File: src/rtl/isa_pkg.sv
// Shared ISA definitions for the 16-bit core decode stage.
// Contents:
//   - opcode constants (in_ir[15:12])
//   - wb_sel and br encodings
//   - decode FSM state type
//   - the micro-op control bundle carried by the decode output register
//   - sign-extension helpers for the 6- and 9-bit immediates
package isa_pkg;

  localparam logic [3:0] OP_ADD = 4'b0000;
  localparam logic [3:0] OP_ADI = 4'b0001;
  localparam logic [3:0] OP_NDU = 4'b0010;
  localparam logic [3:0] OP_LHI = 4'b0011;
  localparam logic [3:0] OP_LW  = 4'b0100;
  localparam logic [3:0] OP_SW  = 4'b0101;
  localparam logic [3:0] OP_LM  = 4'b0110;
  localparam logic [3:0] OP_SM  = 4'b0111;
  localparam logic [3:0] OP_JAL = 4'b1000;
  localparam logic [3:0] OP_JLR = 4'b1001;
  localparam logic [3:0] OP_BEQ = 4'b1100;

  localparam logic [1:0] WB_ALU = 2'd0;
  localparam logic [1:0] WB_MEM = 2'd1;
  localparam logic [1:0] WB_IMM = 2'd2;
  localparam logic [1:0] WB_PC1 = 2'd3;

  localparam logic [1:0] BR_NONE = 2'd0;
  localparam logic [1:0] BR_BEQ  = 2'd1;
  localparam logic [1:0] BR_JAL  = 2'd2;
  localparam logic [1:0] BR_JLR  = 2'd3;

  // ST_SEQ means more LM/SM micro-ops remain after the one on the output.
  typedef enum logic {
    ST_IDLE = 1'b0,
    ST_SEQ  = 1'b1
  } state_t;

  typedef struct packed {
    logic [2:0] ra1;
    logic [2:0] ra2;
    logic [2:0] wa;
    logic       we;
    logic       wccr;
    logic       alu_op;
    logic       srcb_imm;
    logic       mem_rd;
    logic       mem_wr;
    logic [1:0] wb_sel;
    logic [1:0] br;
    logic [1:0] cond;
    logic [2:0] off;
    logic       last;
    logic       illegal;
  } uop_ctrl_t;

  function automatic logic [15:0] sext6(input logic [5:0] v);
    return {{10{v[5]}}, v};
  endfunction

  function automatic logic [15:0] sext9(input logic [8:0] v);
    return {{7{v[8]}}, v};
  endfunction

endpackage

File: src/rtl/decode_seq_lmsm_pick.sv
// lmsm_pick: combinational choice of the next LM/SM register index.
// Ports:
//   mask     - registers still to be visited
//   idx      - lowest set index (DESC=0) or highest set index (DESC=1)
//   one_left - exactly one bit is set in mask
//   any      - at least one bit is set in mask
module lmsm_pick #(
  parameter int NREG = 8,
  parameter bit DESC = 1'b0
) (
  input  logic [NREG-1:0] mask,
  output logic [2:0]      idx,
  output logic            one_left,
  output logic            any
);

  // The last matching iteration wins, so the scan direction is the
  // opposite of the priority direction.
  always_comb begin
    idx = '0;
    if (DESC) begin
      for (int i = 0; i < NREG; i++) begin
        if (mask[i]) idx = 3'(i);
      end
    end else begin
      for (int i = NREG - 1; i >= 0; i--) begin
        if (mask[i]) idx = 3'(i);
      end
    end
  end

  assign any      = |mask;
  assign one_left = any && ((mask & (mask - NREG'(1))) == '0);

endmodule

File: src/rtl/decode_seq.sv
// decode_seq: registered decode stage between pipe1 and register read.
// Each accepted instruction becomes one micro-op; LM/SM become one micro-op
// per selected register, emitted back to back while fetch is stalled.
// Ports:
//   clk, reset_n         - clock, asynchronous active-low reset
//   flush                - kills the presented micro-op and any LM/SM sequence
//   in_valid/in_ready    - pipe1 handshake, in_pc/in_ir instruction payload
//   out_valid/out_ready  - downstream handshake, out_* micro-op payload
//   dbg_state            - current sequencer state
//
// Handshake: a transfer happens on a rising edge where valid and ready are
// both high. valid never depends on ready; while valid && !ready the payload
// holds stable. in_ready is only high in IDLE when the output slot is free
// or being drained this cycle, and never during flush.
module decode_seq
  import isa_pkg::*;
#(
  parameter int DATA_W  = 16,
  parameter int NREG    = 8,
  parameter bit LM_DESC = 1'b0
) (
  input  logic              clk,
  input  logic              reset_n,
  input  logic              flush,
  input  logic              in_valid,
  output logic              in_ready,
  input  logic [DATA_W-1:0] in_pc,
  input  logic [15:0]       in_ir,
  output logic              out_valid,
  input  logic              out_ready,
  output logic [2:0]        out_ra1,
  output logic [2:0]        out_ra2,
  output logic [2:0]        out_wa,
  output logic              out_we,
  output logic              out_wccr,
  output logic              out_alu_op,
  output logic              out_srcb_imm,
  output logic              out_mem_rd,
  output logic              out_mem_wr,
  output logic [1:0]        out_wb_sel,
  output logic [1:0]        out_br,
  output logic [1:0]        out_cond,
  output logic [DATA_W-1:0] out_imm,
  output logic [DATA_W-1:0] out_pc,
  output logic [2:0]        out_off,
  output logic              out_last,
  output logic              out_illegal,
  output state_t            dbg_state
);

  state_t            state_q;
  uop_ctrl_t         uop_q;
  uop_ctrl_t         dec;
  logic [DATA_W-1:0] imm_q;
  logic [DATA_W-1:0] pc_q;
  logic [DATA_W-1:0] dec_imm;
  logic              valid_q;
  logic [NREG-1:0]   mask_q;
  logic [NREG-1:0]   list;
  logic [NREG-1:0]   pick_src;
  logic [NREG-1:0]   pick_bit;
  logic [2:0]        pick_idx;
  logic              pick_one;
  logic              pick_any;
  logic              accept;
  logic              advance;
  logic              is_lmsm;

  assign list = in_ir[NREG-1:0];

  // One picker serves both the first micro-op (from the incoming list)
  // and the following ones (from the shadow mask).
  assign pick_src = (state_q == ST_IDLE) ? list : mask_q;

  lmsm_pick #(
    .NREG (NREG),
    .DESC (LM_DESC)
  ) u_pick (
    .mask     (pick_src),
    .idx      (pick_idx),
    .one_left (pick_one),
    .any      (pick_any)
  );

  assign pick_bit = NREG'(1) << pick_idx;

  assign in_ready = (state_q == ST_IDLE) && (!valid_q || out_ready) && !flush;
  assign accept   = in_valid && in_ready;
  assign advance  = valid_q && out_ready;

  always_comb begin
    dec      = '0;
    dec.last = 1'b1;
    dec_imm  = '0;
    is_lmsm  = 1'b0;
    case (in_ir[15:12])
      OP_ADD, OP_NDU: begin
        dec.ra1    = in_ir[11:9];
        dec.ra2    = in_ir[8:6];
        dec.wa     = in_ir[5:3];
        dec.we     = 1'b1;
        dec.wccr   = 1'b1;
        dec.alu_op = (in_ir[15:12] == OP_NDU);
        dec.cond   = in_ir[1:0];
      end
      OP_ADI: begin
        dec.ra1      = in_ir[11:9];
        dec.wa       = in_ir[8:6];
        dec.srcb_imm = 1'b1;
        dec.we       = 1'b1;
        dec.wccr     = 1'b1;
        dec_imm      = DATA_W'($signed(sext6(in_ir[5:0])));
      end
      OP_LHI: begin
        dec.wa     = in_ir[11:9];
        dec.wb_sel = WB_IMM;
        dec.we     = 1'b1;
        dec_imm    = DATA_W'({in_ir[8:0], 7'b0});
      end
      OP_LW: begin
        dec.wa     = in_ir[11:9];
        dec.ra2    = in_ir[8:6];
        dec.mem_rd = 1'b1;
        dec.wb_sel = WB_MEM;
        dec.we     = 1'b1;
        dec.wccr   = 1'b1;
        dec_imm    = DATA_W'($signed(sext6(in_ir[5:0])));
      end
      OP_SW: begin
        dec.ra1    = in_ir[11:9];
        dec.ra2    = in_ir[8:6];
        dec.mem_wr = 1'b1;
        dec_imm    = DATA_W'($signed(sext6(in_ir[5:0])));
      end
      OP_BEQ: begin
        dec.ra1 = in_ir[11:9];
        dec.ra2 = in_ir[8:6];
        dec.br  = BR_BEQ;
        dec_imm = DATA_W'($signed(sext6(in_ir[5:0])));
      end
      OP_JAL: begin
        dec.wa     = in_ir[11:9];
        dec.wb_sel = WB_PC1;
        dec.we     = 1'b1;
        dec.br     = BR_JAL;
        dec_imm    = DATA_W'($signed(sext9(in_ir[8:0])));
      end
      OP_JLR: begin
        dec.wa     = in_ir[11:9];
        dec.ra2    = in_ir[8:6];
        dec.wb_sel = WB_PC1;
        dec.we     = 1'b1;
        dec.br     = BR_JLR;
      end
      OP_LM, OP_SM: begin
        is_lmsm = 1'b1;
        dec.ra1 = in_ir[11:9];
        // An empty list leaves a single do-nothing micro-op.
        if (pick_any) begin
          dec.last = pick_one;
          if (in_ir[15:12] == OP_LM) begin
            dec.wa     = pick_idx;
            dec.mem_rd = 1'b1;
            dec.wb_sel = WB_MEM;
            dec.we     = 1'b1;
          end else begin
            dec.ra2    = pick_idx;
            dec.mem_wr = 1'b1;
          end
        end
      end
      default: dec.illegal = 1'b1;
    endcase
  end

  always_ff @(posedge clk or negedge reset_n) begin
    if (!reset_n) begin
      state_q <= ST_IDLE;
      mask_q  <= '0;
      valid_q <= 1'b0;
      uop_q   <= '0;
      imm_q   <= '0;
      pc_q    <= '0;
    end else if (flush) begin
      valid_q <= 1'b0;
      state_q <= ST_IDLE;
      mask_q  <= '0;
    end else if (accept) begin
      valid_q <= 1'b1;
      uop_q   <= dec;
      imm_q   <= dec_imm;
      pc_q    <= in_pc;
      if (is_lmsm && pick_any && !pick_one) begin
        state_q <= ST_SEQ;
        mask_q  <= list & ~pick_bit;
      end else begin
        mask_q  <= '0;
      end
    end else if (advance) begin
      if (state_q == ST_SEQ) begin
        // Replace the register field in place; base, pc and enables hold.
        mask_q      <= mask_q & ~pick_bit;
        uop_q.off   <= uop_q.off + 3'd1;
        uop_q.last  <= pick_one;
        if (uop_q.mem_rd) uop_q.wa  <= pick_idx;
        else              uop_q.ra2 <= pick_idx;
        // Leave SEQ as soon as the last micro-op is on the output so fetch
        // can be accepted while it drains.
        if (pick_one) state_q <= ST_IDLE;
      end else begin
        valid_q <= 1'b0;
      end
    end
  end

  assign out_valid    = valid_q;
  assign out_ra1      = uop_q.ra1;
  assign out_ra2      = uop_q.ra2;
  assign out_wa       = uop_q.wa;
  assign out_we       = uop_q.we;
  assign out_wccr     = uop_q.wccr;
  assign out_alu_op   = uop_q.alu_op;
  assign out_srcb_imm = uop_q.srcb_imm;
  assign out_mem_rd   = uop_q.mem_rd;
  assign out_mem_wr   = uop_q.mem_wr;
  assign out_wb_sel   = uop_q.wb_sel;
  assign out_br       = uop_q.br;
  assign out_cond     = uop_q.cond;
  assign out_imm      = imm_q;
  assign out_pc       = pc_q;
  assign out_off      = uop_q.off;
  assign out_last     = uop_q.last;
  assign out_illegal  = uop_q.illegal;
  assign dbg_state    = state_q;

endmodule
File: config.mk
export PLATFORM = sky130hd
export DESIGN_NAME = decode_seq
export DESIGN_NICKNAME = d
export VERILOG_FILES = /design/src/rtl/isa_pkg.sv /design/src/rtl/decode_seq_lmsm_pick.sv /design/src/rtl/decode_seq.sv
export SDC_FILE = /design/constraint.sdc
export NUM_CORES = 1
export LEC_CHECK = 0
export BUFFER_PORTS_ARGS = -buffer_cell sky130_fd_sc_hd__buf_2
export CAP_MARGIN = 25
export CORE_MARGIN = 10
export CORE_UTILIZATION = 52
export CTS_CLUSTER_DIAMETER = 100
export DETAILED_ROUTE_END_ITERATION = 8
export PLACE_DENSITY = 0.79
export SLEW_MARGIN = 0
export SYNTH_ARGS = -nofsm -noshare
export SYNTH_HDL_FRONTEND = slang
export SYNTH_SLANG_ARGS = --single-unit
File: constraint.sdc
create_clock -name clk -period 4.2 [get_ports clk]
set_clock_uncertainty 0.1 [all_clocks]
set_input_delay 0.63 -clock clk [delete_from_list [all_inputs] [get_ports clk]]
set_output_delay 0.63 -clock clk [all_outputs]
set_load 0.1 [all_outputs]
### After elaboration in Yosys (flattened, before gate mapping)

Index checks and enable logic that the tools add are counted.

| operators by class | value |
|---|---|
| add/sub/neg operators | 2 |
| $mul | 0 |
| div/mod/pow operators | 0 |
| $lt $le $gt $ge | 0 |
| eq/ne operators | 13 |
| shifts and indexed selects | 1 |
| mux-type cells | 55 |
| bitwise gates (word level) | 6 |
| reductions and logical operators | 35 |

Operators by type and width:

| operator | count |
|---|---|
| $mux 8 | 6 |
| $pmux 16 s3 | 1 |
| $mux 3 | 12 |
| $and 8x8->8 | 3 |
| $mux 1 | 20 |
| $mux 4 | 5 |
| $mux 6 | 3 |
| $eq 4x3->1 const B | 4 |
| $pmux 4 s4 | 1 |
| $eq 4x4->1 const B | 3 |
| $reduce_or 4->1 | 3 |
| $reduce_or 11->1 | 1 |
| $eq 4x2->1 const B | 2 |
| $logic_not 8->1 | 1 |
| $not 8->8 | 1 |
| $pmux 2 s4 | 1 |
| $reduce_and 2->1 | 4 |
| $reduce_and 4->1 | 2 |
| $reduce_or 8->1 | 1 |
| $shl 1x3->8 const A | 1 |
| $sub 8x1->8 const B | 1 |
| $logic_and 1x1->1 | 7 |
| $mux 7 | 1 |
| $reduce_or 7->1 | 1 |
| 17 further kinds | 27 |

| word-level totals | value |
|---|---|
| register bits after elaboration | 68 |
| bits in latches | 0 |
| memory bits (writable) | 0 |
| bits in read-only memories | 0 |
| input port bits | 37 |
| output and inout port bits | 61 |
| logic and storage cells | 132 |
| memories kept | 0 |

### Longest topological paths before layout

Gate-level depths: netlist of the first run.

| logic depth | value |
|---|---|
| depth after elaboration | 16 |
| gate-level depth with buffers | 9 |
| depth with buffers taken out | 6 |

### By module

From an unflattened synthesis of the first run, not the netlist that was laid out.

| unflattened totals | value |
|---|---|
| cells, all modules | 386 |
| area, all modules | 3584.7 µm² |

By module, submodules not included:

| module | instances | cells an instance | area an instance (µm²) | seq. area each (µm²) |
|---|---|---|---|---|
| decode_seq | 1 | 362 | 3422.0 | 1701.6 |
| lmsm_pick | 1 | 24 | 162.7 | 0.0 |

### Worst setup path after synthesis of the first run

No wires, ideal clock.

| path | value |
|---|---|
| kind | register -> register |
| start | register valid_q (netlist: out_valid) |
| end | register imm_q[10] (netlist: out_imm[10]) |
| setup time | 0.154 ns |
| arrival | 4.453 ns |
| required time | 3.946 ns |
| setup slack | -0.507 ns |
| stages on the path, launching flop included | 8 |
| path buffers | 2 |
| clock period less this slack | 4.707 ns |
| path through | dfrtp_1 -> nor2b_1 -> nor3_1 -> nand2_1 -> buf_2 -> buf_1 -> nand2_1 -> o21ai_0 |

| on the way | value |
|---|---|
| cells in the longest elaborated chain, start to end | 6 |

Ends and longest elaborated chain:

| item | line | source |
|---|---|---|
| from (decl) | decode_seq.sv:57 | `logic valid_q;` |
| from (signal assigned) | decode_seq.sv:180 | `valid_q <= 1'b0;` |
| from (signal assigned) | decode_seq.sv:185 | `valid_q <= 1'b0;` |
| from (signal assigned) | decode_seq.sv:189 | `valid_q <= 1'b1;` |
| $logic_not 1->1 | decode_seq.sv:87 | `assign in_ready = (state_q == ST_IDLE) && (!valid_q \|\| out_ready) && !flush;` |
| $logic_or 1x1->1 | decode_seq.sv:87 |  |
| $logic_and 1x1->1 (2 in a row) | decode_seq.sv:87 |  |
| named net in_ready | decode_seq.sv:26 | `output logic in_ready,` |
| $logic_and 1x1->1 | decode_seq.sv:88 | `assign accept = in_valid && in_ready;` |
| $reduce_and 2->1 (no source line) | - |  |
| to (signal assigned) | decode_seq.sv:191 | `imm_q <= dec_imm;` |
| to (decl) | decode_seq.sv:54 | `logic [DATA_W-1:0] imm_q;` |

The timed path passes the listed nets, and every way through them passes these cells.
A chain may end at the register's enable or synchronous reset.

### Worst setup path after layout of the first run

| path | value |
|---|---|
| start | register state_q (netlist: dbg_state) |
| end | register uop_q (netlist bit out_ra2[0]) |

| on the way | value |
|---|---|
| cells in the longest elaborated chain, start to end | 13 |
| elaborated cells between the ends (all ways) | 25 |
| those cells by class | eq/ne (1); mux (16); bitwise (1); reduce/logical (7) |

Ends and longest elaborated chain:

| item | line | source |
|---|---|---|
| from (decl) | decode_seq.sv:51 | `state_t state_q;` |
| from (signal assigned) | decode_seq.sv:178 | `state_q <= ST_IDLE;` |
| from (signal assigned) | decode_seq.sv:186 | `state_q <= ST_IDLE;` |
| from (signal assigned) | decode_seq.sv:194 | `state_q <= ST_SEQ;` |
| $mux 8 | decode_seq.sv:73 | `assign pick_src = (state_q == ST_IDLE) ? list : mask_q;` |
| $mux 3 (8 in a row) | decode_seq_lmsm_pick.sv:27 | `if (mask[i]) idx = 3'(i);` |
| $mux 3, on equally long branches | decode_seq.sv:161, decode_seq.sv:205 |  |
| $mux 7 or $mux 6 (tied branches) | decode_seq.sv:159, decode_seq.sv:200 |  |
| $pmux 3 s2 or $mux 6 (tied branches) | decode_seq.sv:96, decode_seq.sv:199 |  |
| $mux 6 | decode_seq.sv:188 | `end else if (accept) begin` |
| to (decl) | decode_seq.sv:52 | `uop_ctrl_t uop_q;` |

Several ways; a longest one is shown, not always the timed one. The select of a mux whose other input is x is not followed.

==> results.cfg, run 1 <==
[run_status]
status = finished, final reports clean

[critical_path]
arrival_ns = 2.87
setup.worst_path.end_class = flip-flop
crit_fanout = 33
cp.required_ns = 4.28
cp-start-kind = flip-flop
cp-startpoint = dbg_state
path_class = flip-flop to flip-flop
reg2reg_from = dbg_state

[cts]
hold_buffers = 0
clock_latency_ns = 0.34
numCtsBuffers = 9
ctsRootBufferMaster = clkbuf_8
htree_levels = 3
post_cts_resized = 0
cts_tree = done
path_clk_slew_ns = 0.08
post_cts_buffers = 0
cts_max_path_buffers = 2
cts.sinks = 68

[global_routing]
use_met2_pct = 30.4
grt.busiest_layer = met2
grt_pass1_wl_um = 17400
antenna_found_initial = 0
grt_max_degree = 43
grt.met3_usage_pct = 5.08
use_met1_pct = 25.0
grt_use_total_pct = 19.1
grt_pass1_vias = 3379
grt_remaining_overflow = 0

[logic_synthesis]
synth_cells = 423
synth.top_cells.by_area = dfrtp_1 (47%), nand2_1 (10%), o21ai_0 (4.8%), a21oi_1 (4.0%), a22o_1 (3.9%)
synth-edff-count = 0
ys_types = 55
syn_nets = 461
ys_warn_count = 0
synth-simple-area-share_pct = 23.1
synth-async-reset-ratio_pct = 100
synth_area_leader_cell = dfrtp_1
synth_compound_area_share_pct = 24.5
ys_ff_latch = 68
synthMuxAreaShare_pct = 0.276
synth_top_area_share_pct = 46.9
synth-seq-area-share_pct = 46.9
synth_top_family_by_area = compound AO/OA/AOI/OAI gates
synth-main-ff-cell = dfrtp_1
syn-cell-area_sq_um = 3630
avgSynthCellArea_sq_um = 8.57
synth-xor-area-share_pct = 0.483
synthAdderAreaFrac_pct = 0.345

[die]
start_util_pct = 53.4
row_count = 30
die_height_um = 104
coreArea_sq_um = 6790
fp.dieW_um = 104
io_pins = 98
die-area_sq_um = 10700

[place]
placed_cell_area_sq_um = 4140
gp_congestion = 0.929
dp.cells = 591
dp_hpwl_um = 7690
io_buffers = 97

[timing]
drv_slew = 0
fin_tns_setup_ns = 0
hold_viol = 0
fmax_mhz = 359
final-setup-viol-count = 0
rsz0062_at_grt = false
worst_pin_slew_ns = 0.943
period_minus_slack_ns = 2.79
min_period_over_period_pct = 66.4
holdWs_ns = 0.185
slew_headroom_pct = 37.1

[layout]
final_area_sq_um = 4340
drive_gt1_share_pct = 25.4
area_growth_pct = 19.6
final_cells = 608
final_nets = 545
diodes = 0
fin_util_pct = 63.8

[run]
cap_viol_max_count = 0

[detailed_routing]
vias = 3411
ant_nets = 0
dr.pass1.iters = 5
viasPerCell = 5.61
drt_iter0_markers = 306
drc_errors = 0
wl_per_cell_um = 17.2
drt_wl_total_um = 10500

[power_and_ir_drop]
power_leakage_nw = 2.10
power.density_nw_per_um2 = 493
ir_drop_mv = 0.205

[worst_hold_path]
hp-class = input pin to async pin
path summary, 6_finish.rpt:
kind	slack [ns]	depth (start not counted)	end
max in group asynchronous	2.86	2	out_off[0]
setup / recovery	1.41	6	out_ra2[0]
min in group clk	0.37	3	out_pc[11]
hold / removal	0.19	1	out_pc[2]
hold reg to reg	0.37	2	out_pc[11]
setup reg to reg	1.41	6	out_ra2[0]
critical path, stage by stage, from the launching register on:
cell and delay, ns:
dfrtp_1 0.97, nor3_2 0.14, nand2_2 0.49, buf_4 0.42
o21ai_0 0.29, nor2_1 0.15, a31oi_1 0.06
per-stage QoR:
| step | worst slack (ns) | power [mW] |
|---|---|---|
| global placement | 1.44 | 1.62 |
| global route | 1.17 | 2.22 |
| finish | 1.41 | 2.14 |
| detailed placement | 1.35 | 1.63 |
| CTS | 1.42 | 2.15 |
| floorplan | 0.584 | 1.46 |
power breakdown:
group,internal [mW],total [mW],switching [mW]
combinational,0.134,0.839,0.705
clock,0.272,0.525,0.254
sequential,0.727,0.775,0.0478
total,1.13,2.14,1.01
final cells by class:
class / instances / area [sq um]
well taps: 96 / 120
inverters: 8 / 30.0
clock buffers: 9 / 124
multi-input cells: 319 / 1780
flip-flops and latches: 68 / 1700
clock inverters: 7 / 67.6
repair buffers: 101 / 513
fillers: 585 / 2460
layer usage:
metal / routed length [um] / up-vias / share of wire [%]
met5: 0 / - / 0
met4: 96 / 0 / 0.92
met3: 670 / 11 / 6.4
met2: 4910 / 116 / 47
met1: 4810 / 1620 / 46
li1: - / 1664 / -
sequential cells by signal, summed over array words and instances (netlist names), 2 cells and up:
signal / flops
out_br: 2
out_pc: 16
out_wb_sel: 2
out_off: 3
mask_q: 8
out_ra2: 3
out_ra1: 3
out_cond: 2
out_wa: 3
out_imm: 16
placed cells by master, fill, tap and decap left out, drive strengths merged, types with 2 or more instances in the layout:
master / instances
buf: 101
o311ai: 3
nor3: 13
o21ai: 35
o22a: 3
clkbuf: 9
o211ai: 2
o21a: 4
a22oi: 7
a21oi: 30
o22ai: 4
o221ai: 3
a32o: 2
inv: 8
nor2: 30
o31ai: 4
dfrtp: 68
a21o: 3
nor2b: 12
or2: 2
a31oi: 9
clkinv: 6
and2: 2
nand2: 99
nand3: 8
a22o: 16
nand2b: 6
nor3b: 4
Yosys cell counts (9+ instances only):
master	number
a21oi_1	29
a22o_1	16
a31oi_1	9
clkbuf_1	12
dfrtp_1	68
nand2_1	99
nor2_1	30
nor2b_1	12
nor3_1	11
o21ai_0	35
cell families (layout without fill, tap and decap cells):
logic type | after synthesis | after routing
AO/OA/AOI/OAI | 131 | 131
XOR/XNOR | 2 | 2
adder cells (fa/ha/maj) | 1 | 1
buffers and inverters | 36 | 125
flip-flops | 68 | 68
multiplexers | 1 | 1
AND/OR/NAND/NOR | 184 | 184
(Power assumes the default switching activity.)
==> run 2: changes to the inputs <==
--- a/config.mk
+++ b/config.mk
@@ -8,10 +8,10 @@
 export BUFFER_PORTS_ARGS = -buffer_cell sky130_fd_sc_hd__buf_2
 export CAP_MARGIN = 25
 export CORE_MARGIN = 10
-export CORE_UTILIZATION = 52
+export CORE_UTILIZATION = 48
 export CTS_CLUSTER_DIAMETER = 100
 export DETAILED_ROUTE_END_ITERATION = 8
-export PLACE_DENSITY = 0.79
+export PLACE_DENSITY = 0.77
 export SLEW_MARGIN = 0
 export SYNTH_ARGS = -nofsm -noshare
 export SYNTH_HDL_FRONTEND = slang
==> constraint.sdc (replaced) <==
create_clock -name clk -period 2.34 [get_ports clk]
set_clock_uncertainty 0.1 [all_clocks]
set_input_delay 0.351 -clock clk [delete_from_list [all_inputs] [get_ports clk]]
set_output_delay 0.351 -clock clk [all_outputs]
set_load 0.1 [all_outputs]
==> results.cfg, run 2 (synthesis gave the netlist of run 1 again) <==
[layout]
fill_cells = 674
final_cell_mix = nand2_1 (98), buf_2 (96), dfrtp_1 (66), nor2_1 (29), a21oi_1 (29)
fin_util_pct = 63.0
diodes = 0
final_nets = 567
final_area_sq_um = 4590
area_growth_pct = 26.7
drive_gt1_share_pct = 29.8
mostFrequentLayoutCell = nand2_1

[die]
die_height_um = 107
fp.dieW_um = 107
io_pins = 98
coreArea_sq_um = 7290
die-area_sq_um = 11400
row_count = 31
start_util_pct = 49.7

[worst_hold_path]
hp-class = input pin to flip-flop

[timing]
final-setup-viol-count = 0
hold_viol = 0
fin_tns_setup_ns = 0
slew_headroom_pct = 65.6
period_minus_slack_ns = 2.28
worst_slack_ns = 0.0575
min_period_over_period_pct = 97.5
fmax_mhz = 438
worst_pin_slew_ns = 0.514
drv_slew = 0

[critical_path]
cp.required_ns = 2.48
path_class = flip-flop to flip-flop
setup.worst_path.end_class = flip-flop
slowest_delay_ns = 0.56
worstPathCellList = buf_4 -> nor3_1 -> o22ai_2 -> nor3_2 -> nor2_1 -> a21o_1 -> a32o_1
cp-start-kind = flip-flop
worst_path_max_delay_cell = dfrtp_4
arrival_ns = 2.42
crit_fanout = 15

[global_routing]
grt_pass1_vias = 3545
antenna_found_initial = 0
grt_remaining_overflow = 0
grt_max_degree = 43
grt_use_total_pct = 19.1
grt_pass1_wl_um = 17800

[detailed_routing]
drc_errors = 0
drt_wl_total_um = 10800
ant_nets = 0
viasPerCell = 5.61
vias = 3550
wl_per_cell_um = 17.1
dr.pass1.iters = 4
drt_iter0_markers = 303

[run_status]
status = finished, final reports clean

[cts]
htree_levels = 3
ctsRootBufferMaster = clkbuf_8
cts_max_path_buffers = 2
clock_latency_ns = 0.36
numCtsBuffers = 9
cts_tree = done
path_clk_slew_ns = 0.08
cts.sinks = 68

[power_and_ir_drop]
ir_drop_mv = 0.602
power_leakage_nw = 2.23
power.density_nw_per_um2 = 848
power_mw = 3.90

[place]
placed_cell_area_sq_um = 4350
pre_cts_ws_ns = 0.103
dp_hpwl_um = 8300
gp_congestion = 0.956
io_buffers = 97

[run]
cap_viol_max_count = 0
## run 2: changes by cell type in the layout (fill, tap and decap cells not counted), sizes merged
cell and delta:
buf +20, clkbuf +2, clkinv -4, clkinvlp +2, dlygate4sd3 +1, inv +1
## run 2: final cells by class
cell class	instances	area, sq um	area share (%)
well taps	99	124	2.70
clock buffers	10	128	2.78
repair buffers	123	711	15.5
clock inverters	6	63.8	1.39
inverters	8	30.0	0.654
flip-flops and latches	68	1710	37.2
multi-input cells	319	1830	39.8
## run 2: path summary, 6_finish.rpt
path                              end  slack [ns]        from  cells after the start
min in group asynchronous  out_imm[5]        0.34     reset_n                      2
max reg2reg                 mask_q[4]        0.06   dbg_state                      7
min reg2reg                out_pc[14]        0.36  out_pc[14]                      2
max in group asynchronous   out_valid        1.25     reset_n                      3
min                         out_pc[3]        0.09    in_pc[3]                      3
max                         mask_q[4]        0.06   dbg_state                      7
## run 2: metal layers
layer	wire length (um)	global-route usage (%)	part of all wire, %	vias to the layer above
li1	-	-	-	1704
met1	4600	24.1	42	1718
met2	5230	30.7	48	115
met3	877	5.63	8.1	13
met4	146	6.29	1.3	0
met5	0	0	0	-
## run 2: what timing repair did
item	CTS	global route
hold endpoints to repair	11	0
resized for setup	0	5
hold buffers	1	0
setup endpoints to repair	0	9
setup buffers	0	2
## run 2: through the flow
step / cells / hold slack [ns]
2_1_floorplan: 423 / -0.0446
3_3_place_gp: 614 / 0.154
3_5_place_dp: 614 / 0.165
4_1_cts: 631 / 0.0717
5_1_grt: 633 / 0.0921
6_report: 633 / 0.0869
## run 2: critical path: cells and delay by family, from the launching register on
kind / cells / cell delay (ns)
buffers and inverters: 1 / 0.19
AOI/OAI and AO/OA: 3 / 0.66
DFF: 1 / 0.56
and+or+nand+nor: 3 / 0.65
## run 2: report_power, final
group	leakage [nW]	switching (mW)	internal [mW]
registers	0.883	0.0816	1.31
clock network	0.0927	0.461	0.492
logic	1.25	1.28	0.272
total	2.23	1.83	2.07
